--- config.mk ---
export PLATFORM = sky130hd
export DESIGN_NAME = serial_to_parallel_framer
export DESIGN_NICKNAME = d
export VERILOG_FILES = /design/src/rtl/serial_to_parallel_framer.sv
export SDC_FILE = /design/constraint.sdc
export NUM_CORES = 1
export LEC_CHECK = 0
export ABC_AREA = 1
export CAP_MARGIN = 25
export CORE_ASPECT_RATIO = 0.7
export CORE_MARGIN = 2
export CORE_UTILIZATION = 34
export DETAILED_ROUTE_END_ITERATION = 10
export PLACE_DENSITY_LB_ADDON = 0.08
export RECOVER_POWER = 100
export SLEW_MARGIN = 25
export SYNTH_ARGS = -nofsm -noshare
export SYNTH_HDL_FRONTEND = slang
export SYNTH_SLANG_ARGS = --single-unit
--- constraint.sdc ---
create_clock -name clk -period 1.53 [get_ports clk]
set_input_delay 0.3825 -clock clk [delete_from_list [all_inputs] [get_ports clk]]
set_output_delay 0.3825 -clock clk [all_outputs]
set_load 0.05 [all_outputs]
--- src/rtl/serial_to_parallel_framer.sv ---
// LSB-first serial-to-parallel framer: word registered DATA_WIDTH-1 edges after its frame_start.
// Output is valid/ready; a completion while the word is unconsumed overwrites it and pulses overrun.
module serial_to_parallel_framer #(
    parameter int DATA_WIDTH = 16
) (
    input  logic                  clk,
    input  logic                  resetn,
    input  logic                  din,
    input  logic                  frame_start,
    output logic [DATA_WIDTH-1:0] dout,
    output logic                  dout_valid,
    input  logic                  dout_ready,
    output logic                  frame_err,
    output logic                  overrun
);

    localparam int CW = (DATA_WIDTH > 1) ? $clog2(DATA_WIDTH) : 1;
    localparam logic [CW-1:0] LAST = CW'(DATA_WIDTH - 1);

    typedef enum logic {
        IDLE  = 1'b0,
        SHIFT = 1'b1
    } state_t;

    state_t                r_state;
    state_t                w_state_nxt;
    logic [DATA_WIDTH-1:0] r_sr;
    logic [DATA_WIDTH-1:0] w_sr_nxt;
    logic [DATA_WIDTH-1:0] w_shifted;
    logic [DATA_WIDTH-1:0] w_restart;
    logic [DATA_WIDTH:0]   w_cat;
    logic [CW-1:0]         r_cnt;
    logic [CW-1:0]         w_cnt_nxt;
    logic                  w_complete;
    logic                  w_ferr_nxt;
    logic [DATA_WIDTH-1:0] r_dout;
    logic                  r_dout_valid;
    logic                  r_frame_err;
    logic                  r_overrun;

    // Concatenate-then-drop keeps the shift legal for DATA_WIDTH=1.
    assign w_cat     = {din, r_sr};
    assign w_shifted = w_cat[DATA_WIDTH:1];
    assign w_restart = DATA_WIDTH'(din) << (DATA_WIDTH - 1);

    always_comb begin
        w_state_nxt = r_state;
        w_sr_nxt    = r_sr;
        w_cnt_nxt   = r_cnt;
        w_complete  = 1'b0;
        w_ferr_nxt  = 1'b0;
        case (r_state)
            IDLE: begin
                if (frame_start) begin
                    w_sr_nxt = w_restart;
                    if (DATA_WIDTH == 1) begin
                        w_complete = 1'b1;
                    end else begin
                        w_cnt_nxt   = CW'(1);
                        w_state_nxt = SHIFT;
                    end
                end
            end
            SHIFT: begin
                if (frame_start) begin
                    w_ferr_nxt = 1'b1;
                    w_sr_nxt   = w_restart;
                    if (DATA_WIDTH == 1) begin
                        w_complete  = 1'b1;
                        w_cnt_nxt   = '0;
                        w_state_nxt = IDLE;
                    end else begin
                        w_cnt_nxt = CW'(1);
                    end
                end else begin
                    w_sr_nxt = w_shifted;
                    if (r_cnt == LAST) begin
                        w_complete  = 1'b1;
                        w_cnt_nxt   = '0;
                        w_state_nxt = IDLE;
                    end else begin
                        w_cnt_nxt = r_cnt + CW'(1);
                    end
                end
            end
            default: begin
                w_state_nxt = IDLE;
                w_cnt_nxt   = '0;
            end
        endcase
    end

    always_ff @(posedge clk or negedge resetn) begin
        if (!resetn) begin
            r_state <= IDLE;
            r_sr    <= '0;
            r_cnt   <= '0;
        end else begin
            r_state <= w_state_nxt;
            r_sr    <= w_sr_nxt;
            r_cnt   <= w_cnt_nxt;
        end
    end

    // On completion w_sr_nxt already holds the finished word.
    always_ff @(posedge clk or negedge resetn) begin
        if (!resetn) begin
            r_dout       <= '0;
            r_dout_valid <= 1'b0;
            r_frame_err  <= 1'b0;
            r_overrun    <= 1'b0;
        end else begin
            r_frame_err <= w_ferr_nxt;
            r_overrun   <= w_complete && r_dout_valid && !dout_ready;
            if (w_complete) begin
                r_dout       <= w_sr_nxt;
                r_dout_valid <= 1'b1;
            end else if (r_dout_valid && dout_ready) begin
                r_dout_valid <= 1'b0;
            end
        end
    end

    assign dout       = r_dout;
    assign dout_valid = r_dout_valid;
    assign frame_err  = r_frame_err;
    assign overrun    = r_overrun;

endmodule

==> results of run 1 <==
layer usage:
layer / vias to the layer above / track usage [%]
li1: 592 / -
met1: 585 / 20.14
met2: 19 / 23.26
met3: 2 / 6.032
met4: 0 / 4.688
met5: - / 0
flip-flops by register name, summed over array words and instances (netlist names):
name,flops
dout,16
dout_valid,1
frame_err,1
overrun,1
r_cnt,4
r_sr,16
r_state,1
logic make-up (layout without fill, tap and decap cells):
kind of cell | count (synthesis) | in the layout | share of synthesized area (%)
DFF | 40 | 40 | 62.21
AOI/OAI and AO/OA | 14 | 14 | 6.220
adders and majority gates | 1 | 1 | 0.7775
buffers and inverters | 13 | 46 | 4.510
and+or+nand+nor | 99 | 99 | 26.28
through the flow:
step | util (%) | total power, mW | std cells
finish | 44.10 | 2.195 | 255
global route | 44.10 | 2.297 | 255
CTS | 50.84 | 2.228 | 255
detailed placement | 47.95 | 1.230 | 248
global placement | 47.95 | 1.225 | 248
floorplan | - | 1.158 | 167
final cells by class:
type | instances | area, µm² | area share (%)
flip-flops and latches | 40 | 1001 | 50.96
multi-input cells | 114 | 534.3 | 27.20
repair buffers | 31 | 201.4 | 10.25
clock buffers | 5 | 68.82 | 3.503
well taps | 55 | 68.82 | 3.503
clock inverters | 2 | 60.06 | 3.057
inverters | 8 | 30.03 | 1.529
where the power goes:
group	total [mW]	internal, mW	switching (mW)
logic	0.107	0.0375	0.0691
clock network	1.00	0.642	0.358
registers	1.09	1.07	0.0144
total	2.19	1.75	0.442
worst paths after layout:
check	endpoint	start
max in group asynchronous	r_sr[1]	resetn
setup / recovery	dout[12]	frame_start
hold / removal	dout[14]	resetn
hold reg to reg	dout[7]	dout[7]
min in group clk	dout[7]	dout[7]
setup reg to reg	dout[12]	r_cnt[1]
critical path: cells and delay by family:
family,cells,cell delay (ns)
buffers and inverters,2,0.71
AOI/OAI and AO/OA,1,0.07
and+or+nand+nor,3,0.41
layout by cell type (no fill, tap or decap):
master           netlist  final
a21oi_1                1      1
a22o_1                 1      1
buf_12                 0      1
buf_4                  2      4
buf_6                  2      1
bufinv_16              0      2
clkbuf_1               0      2
clkbuf_2               0     19
clkbuf_4               0      1
clkbuf_8               0      5
clkdlybuf4s50_1        0      3
dfrtp_1               40     40
ha_1                   1      1
inv_1                  6      6
inv_2                  2      2
nand2_1               73     73
nand2_2                1      1
nand3_1               17     17
nand3_2                1      1
nand4_1                1      1
nor2_1                 2      3
nor2_4                 1      2
nor3_2                 1      1
o21ai_0                5      6
o21ai_2                7      6
==> key figures, run 1 <==
GRT
  • Gr ovfl total: 0
  • Total Routing Usage GR: 15.17%
  • Initial antenna violation count: 0
  • First-pass GRT wire length: 5996 µm
  • Largest net degree at the start of global routing: 26
  • Vias in the first global route: 1,215

Timing
  • WHS: 0.2602 ns
  • RSZ-0062 raised after global routing: false
  • Worst slew pin tran: roughly 1.1 ns
  • Slew Limit Fails: 0
  • # setup viols final: 0
  • Final period util: 91.64%
  • Setup WS post-layout: 0.1279 ns
  • Max-slew headroom at the worst pin: around 30%
  • Max Clk Rate: 713.2 MHz
  • Worst Skew: 0.006470 ns
  • Fin crit period: 1.402 ns
  • Final hold viol count: 0
  • Fin Setup TNS: 0 ns

Die
  • Die Wd: 86.23 µm
  • Total die area: 5308 µm²
  • Initial cell density of the core: around 36%
  • Chip Height: around 62 µm
  • Row count: 20
  • Core area: 4454 µm²
  • # IOs: 24

Logic synthesis
  • Count leader, synth: nand2_1
  • Unique masters post-synth: 20
  • Synth area leaders: dfrtp_1 (62%), nand2_1 (17%), nand3_1 (5.3%)
  • Post-synth EDFFs: 0
  • Syn nets: 173
  • Mapped Area: 1609 µm²
  • Ys Warns: 0
  • Synthesized instance count: 167
  • Top FF cell, synth: dfrtp_1
  • Ys async rst share: 100.0%
  • Commonest cells post-synth: nand2_1 (73), dfrtp_1 (40), nand3_1 (17)
  • #FFs+latches synth: 40
  • Area leader, netlist: dfrtp_1
  • Sequential area share after synthesis: between 60% and 70%
  • Synth top area share: 62.21%
  • Synth Area per Inst: 9.635 µm²

Critical path
  • Max FO, Critical Path: 25
  • Slowest stage delay, CP: 0.53 ns
  • Crit-path slowest cell: clkdlybuf4s50_1
  • Crit-path cells: clkdlybuf4s50_1, nor2_1, nand2_2, buf_6, nand2_1, o21ai_0
  • Worst EP arrival: 1.57 ns
  • Startpoint Class: primary input
  • R2R cell count: 7
  • CP Capture Type: flop
  • Worst EP required: approximately 1.7 ns
  • Kind of critical path: primary input to flop
  • Reg-to-reg setup timing slack: 0.14 ns

CTS
  • CTS Hold Bufs: 0
  • CTS tree: built
  • Post_cts resized: 0
  • Setup bufs post-CTS: 0
  • Clk_lat worst skew: 0.29 ns
  • # clock sinks: 40
  • Max Buffers Root-to-Sink: 2
  • Clock root cell: clkbuf_8
  • CTS H-tree lvls: 2
  • Num CTS Buffers: 5
  • CTS clk-pin slew, worst paths: about 0.08 ns

Drt
  • DRT Wirelength: 3362 µm
  • DR DRC count: 0
  • Detail Route Antenna Nets: 0
  • Detailed-route vias per instance: 4.698
  • M1 WL: 1679 µm
  • Metal2 WL: between 1000 and 1500 µm
  • DRT iter0 DRCs: 64
  • Met3 wire length: 174 µm
  • DR pass1 iterations: 4
  • Top Metal Used: met4
  • WL/cell: 13.18 µm
  • Routed vias: 1,198

Finish
  • Share of cells above drive strength 1: 23.00%
  • Diode count: 0
  • Post-route cell area: slightly below 2000 µm²
  • Nets@finish: ~200
  • Syn-to-layout area delta: 22.08%
  • Fill cells: 455

Worst hold path
  • Hold crit path type: primary input to async pin

Place
  • Final Wtd Congestion: 0.8211
  • IO buf count: 23
  • Pre-CTS setup slack: -0.1557 ns
  • Post-DP Area: 2136 µm²
  • HPWL after detailed placement: approximately 2500 µm

Flow run
  • Maxcap violations: 0

Pwr
  • Max VDD drop: ~0.37 mV
  • Pwr dens: 1117 nW/µm²
  • Leak: around 1.1 nW

Status
  • Outcome: finished, final reports clean
Note: power is estimated with default switching activity, not from simulation.
==> run 2: changes to the inputs <==
--- a/config.mk
+++ b/config.mk
@@ -11,6 +11,7 @@
 export CORE_MARGIN = 2
 export CORE_UTILIZATION = 34
 export DETAILED_ROUTE_END_ITERATION = 10
+export HOLD_SLACK_MARGIN = 0.1
 export PLACE_DENSITY_LB_ADDON = 0.08
 export RECOVER_POWER = 100
 export SLEW_MARGIN = 25
==> key figures, run 2 (synthesis results as in run 1) <==
Drt
  • DR pass1 iterations: 4
  • DR DRC count: 0
  • DRT Wirelength: 3347 µm
  • WL/cell: roughly 13 µm
  • Detail Route Antenna Nets: 0
  • DRT iter0 DRCs: 57
  • Routed vias: about 1,200
  • Detailed-route vias per instance: ~4.7

GRT
  • Initial antenna violation count: 0
  • Gr ovfl total: 0
  • First-pass GRT wire length: 5996 µm
  • Largest net degree at the start of global routing: 26
  • Total Routing Usage GR: 15.17%
  • Vias in the first global route: 1,215

Status
  • Outcome: finished, final reports clean

Critical path
  • Kind of critical path: primary input to flop
  • Worst EP required: 1.70 ns
  • Reg-to-reg setup timing slack: 0.14 ns
  • CP Capture Type: flop
  • Buf/Inv on CP: 2
  • Crit-path slowest cell: clkdlybuf4s50_1
  • Max FO, Critical Path: 25
  • Startpoint Class: primary input
  • FF-to-FF End: dout[12]
  • Delay-heaviest family, CP: buffers and inverters
  • R2R cell count: 7
  • FF-to-FF Start: r_cnt[1]
  • Slowest stage delay, CP: 0.53 ns
  • Worst EP arrival: approximately 1.6 ns
  • Crit-path cells: clkdlybuf4s50_1, nor2_1, nand2_2, buf_6, nand2_1, o21ai_0

Finish
  • Most common cell after layout, fill and taps aside: nand2_1
  • Commonest non-fill, non-tap cells in the layout: nand2_1 (73), dfrtp_1 (40), clkbuf_2 (20), nand3_1 (17)
  • Nets@finish: 207
  • Post-route insts no fill: 256
  • Diode count: 0
  • Syn-to-layout area delta: 22.01%
  • Share of cells above drive strength 1: 23.38%

Die
  • Die Wd: approximately 86 µm
  • Chip Height: approximately 62 µm
  • Row count: 20
  • Initial cell density of the core: 36.12%
  • Total die area: between 5000 and 6000 µm²
  • Core area: 4454 µm²
  • # IOs: 24

Timing
  • # setup viols final: 0
  • Max Clk Rate: 709.8 MHz
  • Worst Skew: 0.007710 ns
  • Final period util: 92.09%
  • Fin Setup TNS: 0 ns
  • Worst slew pin tran: approximately 0.45 ns
  • Slew Limit Fails: 0
  • Max-slew headroom at the worst pin: 70.17%
  • Fin crit period: 1.409 ns
  • Setup WS post-layout: 0.1211 ns
  • RSZ-0062 raised after global routing: false
  • Final hold viol count: 0
  • WHS: 0.4785 ns

CTS
  • CTS clk-pin slew, worst paths: 0.08 ns
  • CTS tree: built
  • Num CTS Buffers: 5
  • # clock sinks: 40
  • CTS H-tree lvls: 2
  • Clock root cell: clkbuf_8
  • Max Buffers Root-to-Sink: 2
  • Clk_lat worst skew: 0.29 ns

Pwr
  • Part of the power in registers: around half
  • Switching share of total power: 19.99%
  • Sw Pwr: between 0.4 and 0.5 mW
  • Internal Power: 1.751 mW
  • Pwr dens: 1115 nW/µm²
  • Leak: 1.060 nW
  • Comb pwr share: 4.8%
  • Clock power frac: 45.5%
  • Max VDD drop: around 0.37 mV
  • Overall power: 2.189 mW

Worst hold path
  • Hold crit path type: flop to flop
  • HP Start: dout[7]
  • WHS Path Cells: 2
  • Hold Crit Endpoint: dout[7]

Place
  • IO buf count: 23
  • Final Wtd Congestion: about 0.82
  • Pre-CTS setup slack: -0.1557 ns
  • HPWL after detailed placement: roughly 2500 µm
  • Placed insts: 248

Flow run
  • Maxcap violations: 0
==> run 2: changes by cell type in the layout (fill, tap and decap cells not counted), sizes merged <==
cell / change
buf: -1
clkbuf: +1
dlygate4sd3: +1
==> run 2: timing repair <==
item | CTS | global route
setup endpoints to repair | 0 | 1
buffers inserted | 0 | 0
hold buffers | 1 | 0
hold endpoints to repair | 17 | 0
resized for setup | 0 | 2
==> run 2: metal layers <==
metal	GRT usage (%)	wire (µm)	vias to the layer above	share of wire (%)
met2	23.26	1509	19	45
met4	4.688	15	0	0.45
met1	20.22	1651	586	49
met5	0	0	-	0
met3	5.898	170	2	5.1
li1	-	-	595	-
==> run 2: final cells by class <==
class | count | area [µm²]
fillers | 456 | 2491
clock buffers | 5 | 68.82
repair buffers | 32 | 200.2
inverters | 8 | 30.03
multi-input cells | 114 | 534.3
flip-flops and latches | 40 | 1001
well taps | 55 | 68.82
clock inverters | 2 | 60.06
==> run 2: how the worst max path moves through the flow <==
stage	startpoint	to	slack (ns)	depth (start not counted)
finish	frame_start	dout[12]	0.12	6
global placement	frame_start	dout[0]	-0.1	6
global route	frame_start	dout[1]	0.02	6
CTS	frame_start	dout[0]	0.13	6
detailed placement	frame_start	dout[0]	-0.16	6
floorplan	r_cnt[0]	dout[2]	0.26	7
==> run 2: stage by stage <==
step	cell area, µm²	util (%)
global placement	2136	47.95
CTS	2275	51.07
finish	1963	44.07
global route	1963	44.07
detailed placement	2136	47.95
floorplan	1609	-
==> run 2: worst register-to-register path, stage by stage (launching register included) <==
cell	delay, ns
dfrtp_1	0.40
ha_1	0.23
nand3_2	0.15
inv_1	0.12
nand2_2	0.05
buf_6	0.18
nand2_1	0.07
o21ai_0	0.07
==> run 2: power groups by stage <==
| stage | Clock, mW | Sequential (mW) | Combinational (mW) |
|---|---|---|---|
| global route | 1.09 | 1.09 | 0.119 |
| global placement | 0 | 1.11 | 0.117 |
| detailed placement | 0 | 1.11 | 0.120 |
| floorplan | 0 | 1.12 | 0.0417 |
| CTS | 1.02 | 1.09 | 0.122 |
| finish | 0.997 | 1.09 | 0.104 |
==> run 3: changes to the inputs <==
--- a/config.mk
+++ b/config.mk
@@ -11,6 +11,7 @@
 export CORE_MARGIN = 2
 export CORE_UTILIZATION = 34
 export DETAILED_ROUTE_END_ITERATION = 10
+export GPL_ROUTABILITY_DRIVEN = 0
 export HOLD_SLACK_MARGIN = 0.1
 export PLACE_DENSITY_LB_ADDON = 0.08
 export RECOVER_POWER = 100
==> constraint.sdc (replaced) <==
create_clock -name clk -period 1.6 [get_ports clk]
set_input_delay 0.4 -clock clk [delete_from_list [all_inputs] [get_ports clk]]
set_output_delay 0.4 -clock clk [all_outputs]
set_load 0.05 [all_outputs]
==> key figures, run 3 (synthesis results as in run 1) <==
Die
  • Chip Height: 61.56 µm
  • Total die area: 5308 µm²
  • Initial cell density of the core: between 30% and 40%
  • # IOs: 24
  • Die Wd: approximately 86 µm
  • Core area: between 4000 and 5000 µm²
  • Row count: 20

Finish
  • Core Util, Final: 43.88%
  • Commonest non-fill, non-tap cells in the layout: nand2_1 (74), dfrtp_1 (40), clkbuf_2 (20), nand3_1 (17), o21ai_0 (11)
  • Diode count: 0
  • Post-route insts no fill: 256
  • Share of cells above drive strength 1: 20.40%
  • Most common cell after layout, fill and taps aside: nand2_1
  • Post-route cell area: 1954 µm²
  • Syn-to-layout area delta: 21.46%
  • Nets@finish: 207

Place
  • Post-DP Area: roughly 2100 µm²
  • HPWL after detailed placement: 2488 µm
  • Placed insts: 248
  • Pre-CTS setup slack: -0.1032 ns
  • IO buf count: 23

Drt
  • Detailed-route vias per instance: 4.660
  • DRT iter0 DRCs: 56
  • DR DRC count: 0
  • DR pass1 iterations: 4
  • WL/cell: between 10 and 15 µm
  • DRT Wirelength: 3361 µm
  • Routed vias: approximately 1,200
  • Detail Route Antenna Nets: 0

Timing
  • # setup viols final: 0
  • WHS: ~0.48 ns
  • RSZ-0062 raised after global routing: false
  • Worst Skew: a little over 0.007 ns
  • Final hold viol count: 0
  • Fin crit period: 1.411 ns
  • Setup WS post-layout: 0.1891 ns
  • Worst slew pin tran: 0.5020 ns
  • Max-slew headroom at the worst pin: 66.48%
  • Final period util: 88.18%
  • Slew Limit Fails: 0
  • Max Clk Rate: 708.8 MHz

Critical path
  • Critical Path Source: frame_err
  • Worst EP required: 1.20 ns
  • Crit-path cells: dlymetal6s2s_1
  • Kind of critical path: flop to output pin
  • Worst EP arrival: between 1 and 1.5 ns
  • Slowest stage delay, CP: 0.41 ns
  • Crit-path slowest cell: dlymetal6s2s_1
  • Buf/Inv on CP: 1
  • FF-to-FF Start: r_cnt[1]
  • CP Capture Type: output pin
  • Startpoint Class: flop
  • Delay-heaviest family, CP: buffers and inverters
  • Max FO, Critical Path: 1

GRT
  • Vias in the first global route: 1,215
  • Largest net degree at the start of global routing: 26
  • Total Routing Usage GR: between 10% and 20%
  • Initial antenna violation count: 0
  • Gr ovfl total: 0
  • First-pass GRT wire length: 5996 µm

Worst hold path
  • HP Start: dout[7]
  • Hold crit path type: flop to flop

CTS
  • Clock root cell: clkbuf_8
  • CTS clk-pin slew, worst paths: 0.08 ns
  • Clk_lat worst skew: 0.29 ns
  • # clock sinks: 40
  • CTS H-tree lvls: 2
  • Num CTS Buffers: 5
  • CTS tree: built
  • Post_cts resized: 0
  • Max Buffers Root-to-Sink: 2

Pwr
  • Max VDD drop: 0.3538 mV
  • Pwr dens: 1072 nW/µm²
  • Leak: 1.068 nW

Flow run
  • Maxcap violations: 0

Status
  • Outcome: finished, final reports clean
==> run 3: what timing repair did <==
action	4_1_cts	5_1_grt
buffers inserted	0	0
endpoints found under the hold margin	17	0
hold buffers	1	0
==> run 3: report_power, final <==
group          internal, mW  total [mW]  switching [mW]  leakage [nW]
Combinational        0.0357      0.0999          0.0642         0.462
Clock                 0.614       0.956           0.342        0.0642
Sequential             1.03        1.04          0.0134         0.542
==> run 3: path summary, 6_finish.rpt <==
check	cells past startpoint	slack [ns]	end
min in group asynchronous	2	0.59	r_sr[14]
worst min register to register	2	0.48	dout[7]
worst min-delay path	2	0.48	dout[7]
worst max-delay path	1	0.19	frame_err
worst max register to register	7	0.21	dout[2]
max in group asynchronous	3	0.28	dout[0]
==> run 3: cell type report <==
class | instances | area, µm²
clock buffer | 5 | 68.82
clock inverter | 2 | 60.06
fill | 460 | 2500
inverter | 8 | 30.03
multi-input combinational | 114 | 508.0
sequential | 40 | 1001
tap | 55 | 68.82
timing repair buffer | 32 | 217.7
==> run 3: per-stage QoR <==
stage	total power, mW	TNS, ns
after floorplan	1.107	0
after global placement	1.172	-0.3784
after detailed placement	1.176	-0.8977
after CTS	2.133	0
after global routing	2.195	0
final	2.096	0
==> run 3: routing by layer <==
layer | vias to the layer above | wire, µm | track usage (%)
li1 | 593 | - | -
met1 | 583 | 1695 | 20.22
met2 | 15 | 1511 | 23.26
met3 | 2 | 139 | 5.898
met4 | 0 | 15 | 4.688
met5 | - | 0 | 0
